===== config.mk =====
export PLATFORM = sky130hd
export DESIGN_NAME = asmd_bin2bcd
export DESIGN_NICKNAME = d
export VERILOG_FILES = /design/src/rtl/asmd_bin2bcd.sv
export SDC_FILE = /design/constraint.sdc
export NUM_CORES = 1
export LEC_CHECK = 0
export ABC_AREA = 1
export ABC_CLOCK_PERIOD_IN_PS = 3600
export CAP_MARGIN = 0
export CORE_ASPECT_RATIO = 1.75
export CORE_MARGIN = 3
export CORE_UTILIZATION = 55
export CTS_CLUSTER_DIAMETER = 200
export DETAILED_ROUTE_END_ITERATION = 8
export PLACE_DENSITY = 0.79
export SETUP_SLACK_MARGIN = 0.02
export SLEW_MARGIN = 0
export SYNTH_ARGS = -nofsm -noshare
export SYNTH_HDL_FRONTEND = slang
export SYNTH_SLANG_ARGS = --single-unit

===== constraint.sdc =====
create_clock -name clk -period 3.6 [get_ports clk]
set_input_delay 0.54 -clock clk [delete_from_list [all_inputs] [get_ports clk]]
set_output_delay 0.54 -clock clk [all_outputs]
set_load 0.1 [all_outputs]

===== src/rtl/asmd_bin2bcd.sv =====
// Binary to packed BCD converter using a shift-add-3 (double-dabble) ASMD controller.
// Each input bit takes two cycles: an adjust cycle followed by a shift cycle.
module asmd_bin2bcd #(
    parameter int WIDTH  = 16,
    parameter int DIGITS = 5
) (
    input  logic                  clk,
    input  logic                  rst,
    input  logic [WIDTH-1:0]      Bin,
    input  logic                  Start,
    output logic                  Ready,
    output logic                  Busy,
    output logic                  Done,
    output logic [4*DIGITS-1:0]   BCD
);

    localparam int BW = 4 * DIGITS;
    localparam int CW = $clog2(WIDTH + 1);

    typedef enum logic [1:0] {
        S_IDLE,
        S_ADJ,
        S_SHIFT,
        S_DONE
    } state_t;

    state_t            state_q;
    logic [WIDTH-1:0]  sh_q;
    logic [BW-1:0]     acc_q;
    logic [CW-1:0]     cnt_q;
    logic [BW-1:0]     bcd_q;
    logic              ready_q;
    logic              busy_q;
    logic              done_q;

    logic [BW-1:0]     acc_adj_d;
    logic [BW-1:0]     acc_shift_d;
    logic [WIDTH-1:0]  sh_shift_d;
    logic [CW-1:0]     cnt_dec_d;

    // Every digit is corrected independently so the next shift carries cleanly into the digit above.
    generate
        for (genvar gi = 0; gi < DIGITS; gi++) begin : g_adj
            assign acc_adj_d[4*gi +: 4] = (acc_q[4*gi +: 4] >= 4'd5) ?
                                          (acc_q[4*gi +: 4] + 4'd3) : acc_q[4*gi +: 4];
        end
    endgenerate

    assign acc_shift_d = {acc_q[BW-2:0], sh_q[WIDTH-1]};
    assign sh_shift_d  = {sh_q[WIDTH-2:0], 1'b0};
    assign cnt_dec_d   = cnt_q - CW'(1);

    always_ff @(posedge clk) begin
        if (rst) begin
            state_q <= S_IDLE;
            sh_q    <= '0;
            acc_q   <= '0;
            cnt_q   <= '0;
            bcd_q   <= '0;
            ready_q <= 1'b1;
            busy_q  <= 1'b0;
            done_q  <= 1'b0;
        end else begin
            case (state_q)
                S_IDLE: begin
                    if (Start) begin
                        sh_q    <= Bin;
                        acc_q   <= '0;
                        cnt_q   <= CW'(WIDTH);
                        state_q <= S_ADJ;
                        ready_q <= 1'b0;
                        busy_q  <= 1'b1;
                    end
                end
                S_ADJ: begin
                    acc_q   <= acc_adj_d;
                    state_q <= S_SHIFT;
                end
                S_SHIFT: begin
                    acc_q <= acc_shift_d;
                    sh_q  <= sh_shift_d;
                    cnt_q <= cnt_dec_d;
                    if (cnt_dec_d == '0) begin
                        bcd_q   <= acc_shift_d;
                        state_q <= S_DONE;
                        busy_q  <= 1'b0;
                        done_q  <= 1'b1;
                    end else begin
                        state_q <= S_ADJ;
                    end
                end
                S_DONE: begin
                    state_q <= S_IDLE;
                    done_q  <= 1'b0;
                    ready_q <= 1'b1;
                end
                default: begin
                    state_q <= S_IDLE;
                    ready_q <= 1'b1;
                    busy_q  <= 1'b0;
                    done_q  <= 1'b0;
                end
            endcase
        end
    end

    assign Ready = ready_q;
    assign Busy  = busy_q;
    assign Done  = done_q;
    assign BCD   = bcd_q;

endmodule


==> impl_metrics.csv <==
group,metric,value,unit
power_and_ir_drop,peakVddDrop,380.9,uV
floorplanning,design.core.area,5675,sq um
sta,timing.fmax,419.9,MHz
sta,fin_skew,10.10,ps
detailed_routing,drt_iter0_drc,251,
critical_path,cp_data_required_time,3060,ps
floorplanning,fp-row-count,36,
power_and_ir_drop,switchingPower,0.5075,mW
grt,grt_use_total,0.2241,
power_and_ir_drop,pwr-share-comb,0.178,
sta,final-setup-viol-count,0,
grt,grt_max_degree,40,
detailed_routing,via_count,3039,
synth,syn-instance-count,455,
grt,antenna_found_initial,0,
critical_path,cp_slowest_cell,"clkdlybuf4s50_1",
critical_path,startpoint_type,"flop",
synth,ys_async_sr_fraction,0,
clock_tree,cts-root-buf,"clkbuf_8",
cells_and_area,fillers,523,
synth,synth_area_leaders,"dfxtp_1 (41%), nand2_1 (13%), nor2_1 (6.2%)",
sta,min_period,2382,ps
grt,grt_pass1_vias,2862,
placement,gp_congestion,0.9085,
critical_path,critPathKind,"reg2out",
synth,ys.flop_type,"dfxtp_1",
synth,yosys_warnings,0,
clock_tree,cts_setup_buffers,0,
sta,tns,0,ps
critical_path,end_kind,"primary output",
sta,period_share,0.6615,
floorplanning,initial_core_util,0.5743,
power_and_ir_drop,seqPwrFrac,0.490,
grt,grt_remaining_overflow,0,
cells_and_area,nets,524,
critical_path,crit_family,"buffers and inverters",
sta,drv_slew,0,
clock_tree,cts_num_sinks,66,
synth,ys_seq_area_frac,0.4054,
placement,hpwl,5145,microns
min_path,hold_class,"reg2reg",
synth,synth.most_common_cell,"nand2_1",
clock_tree,cts_buffers,9,
sta,tightest_slew,974.6,ps
synth,synth_edf_count,0,
critical_path,critPathBufInv,1,
detailed_routing,ant_nets,0,
run_status,status,"finished, final reports clean",
cells_and_area,fin_cells,570,
synth,synth_fp_nets,490,
synth,ys_ff_latch,66,
detailed_routing,viasPerCell,5.332,
power_and_ir_drop,clkPwrFrac,0.331,
floorplanning,dieWidth,64.19,microns
power_and_ir_drop,p_leak,1.486,nW
critical_path,cpPeakStageDelay,1140,ps
clock_tree,cts_buffer_depth,2,
power_and_ir_drop,p_total,1.616,mW
floorplanning,die_h,107.8,microns
synth,syn_area_per_cell,7.163,sq um
detailed_routing,drc,0,
cells_and_area,final_util,0.6759,
placement,io_buffers,41,
synth,synth_commonest_cells,"nand2_1 (114), dfxtp_1 (66), nor2_1 (54)",
floorplanning,pin_count,42,
cells_and_area,syn2layout_area_growth,17.70,%
detailed_routing,dr_wl_met2,3889,microns
grt,grt_pass1_wl,12260,microns
clock_tree,cts_tree,"done",
cells_and_area,drive_above_1_share,0.08300,
synth,synth.distinct_cells,27,
detailed_routing,drt-met1-wl,2906,microns
synth,syn_area,3259,sq um
critical_path,worstPathCellList,"clkdlybuf4s50_1",
power_and_ir_drop,p_int,1.109,mW
sta,relSlewSlack,0.3482,
power_and_ir_drop,p_sw_frac,0.3140,
clock_tree,clk_latency,350,ps
floorplanning,design.die.area,6922,sq um
critical_path,rrSetupSlack,1230,ps
critical_path,path_max_fanout,2,
detailed_routing,highest_layer,"met4",
detailed_routing,wl_per_cell,12.67,microns
detailed_routing,drt_wl_total,7222,microns
run,maxCapViolations,0,
power_and_ir_drop,power_density,421.4,nW/um^2
critical_path,arrival,1840,ps
sta,fin_ws,1218,ps
placement,place_ws,1226,ps
cells_and_area,num_antenna_cells,0,
sta,report.final.hold_viol_count,0,
detailed_routing,wl_met3,267,microns
clock_tree,h-tree-depth,3,
synth,yosys.area.top_type,"dfxtp_1",
synth,synth.top_cell.area_share,0.4054,
clock_tree,ctsHoldBuffers,0,
clock_tree,clk_pin_slew,80,ps
detailed_routing,drt-pass1-iter-count,4,
sta,rsz0062_at_grt,"false",
clock_tree,cts_repair_resize_count,0,
placement,dp_cells,554,
==> area by class of cell <==
| cell class | instances | area, sq um | share of cell area |
|---|---|---|---|
| clock buffer | 9 | 123.9 | 0.03229 |
| clock inverter | 7 | 46.29 | 0.01207 |
| inverter | 46 | 175.2 | 0.04566 |
| multi-input combinational | 322 | 1642 | 0.4279 |
| sequential | 66 | 1321 | 0.3444 |
| tap | 76 | 95.09 | 0.02479 |
| timing repair buffer | 44 | 432.9 | 0.1129 |
==> cell families after synthesis <==
logic type	after synthesis	synth area share
DFF	66	0.4054
AOI/OAI and AO/OA	121	0.2104
and+or+nand+nor	185	0.2319
adders and majority gates	16	0.06142
buffers and inverters	67	0.09097
==> flip-flops by register name, summed over array words and instances, names as in the netlist <==
name / cells
cnt_q: 5
Ready: 1
acc_q: 20
BCD: 20
sh_q: 16
Busy: 1
state_q: 2
Done: 1
==> power by group through the flow <==
| stage | Sequential, mW | Clock (mW) | Combinational, mW |
|---|---|---|---|
| floorplan | 0.824 | 0 | 0.196 |
| global placement | 0.807 | 0 | 0.278 |
| detailed placement | 0.808 | 0 | 0.287 |
| CTS | 0.792 | 0.540 | 0.288 |
| global route | 0.797 | 0.574 | 0.321 |
| finish | 0.793 | 0.536 | 0.288 |
==> routing by layer <==
metal / up-vias / GRT usage
met5: - / 0
met4: 0 / 0.1104
met3: 12 / 0.05225
met2: 72 / 0.4226
met1: 1403 / 0.2229
li1: 1552 / -
==> metrics by stage <==
stage / hold WS (ps) / instance area [sq um]
2_1_floorplan: 444.4 / 3259
3_3_place_gp: 433.7 / 3666
3_5_place_dp: 457.1 / 3666
4_1_cts: 468.9 / 3836
5_1_grt: 497.7 / 3836
6_report: 466.9 / 3836
==> path summary, 6_finish.rpt <==
check	startpoint	end	depth (start not counted)
max	Done	Done	1
min	acc_q[19]	acc_q[19]	2
max reg2reg	state_q[0]	cnt_q[2]	8
min reg2reg	acc_q[19]	acc_q[19]	2
==> cell usage in the layout, fill, tap and decap left out, types with 16 or more instances in the layout <==
cell type,synthesis,final
nand2_1,114,114
dfxtp_1,66,66
nor2_1,54,54
inv_1,43,43
clkdlybuf4s50_1,0,41
a21oi_1,29,29
o21ai_0,26,26
o21ai_1,23,23
o22ai_1,19,19
a31oi_1,16,16
ha_1,16,16
Note: power is estimated with default switching activity, not from simulation.
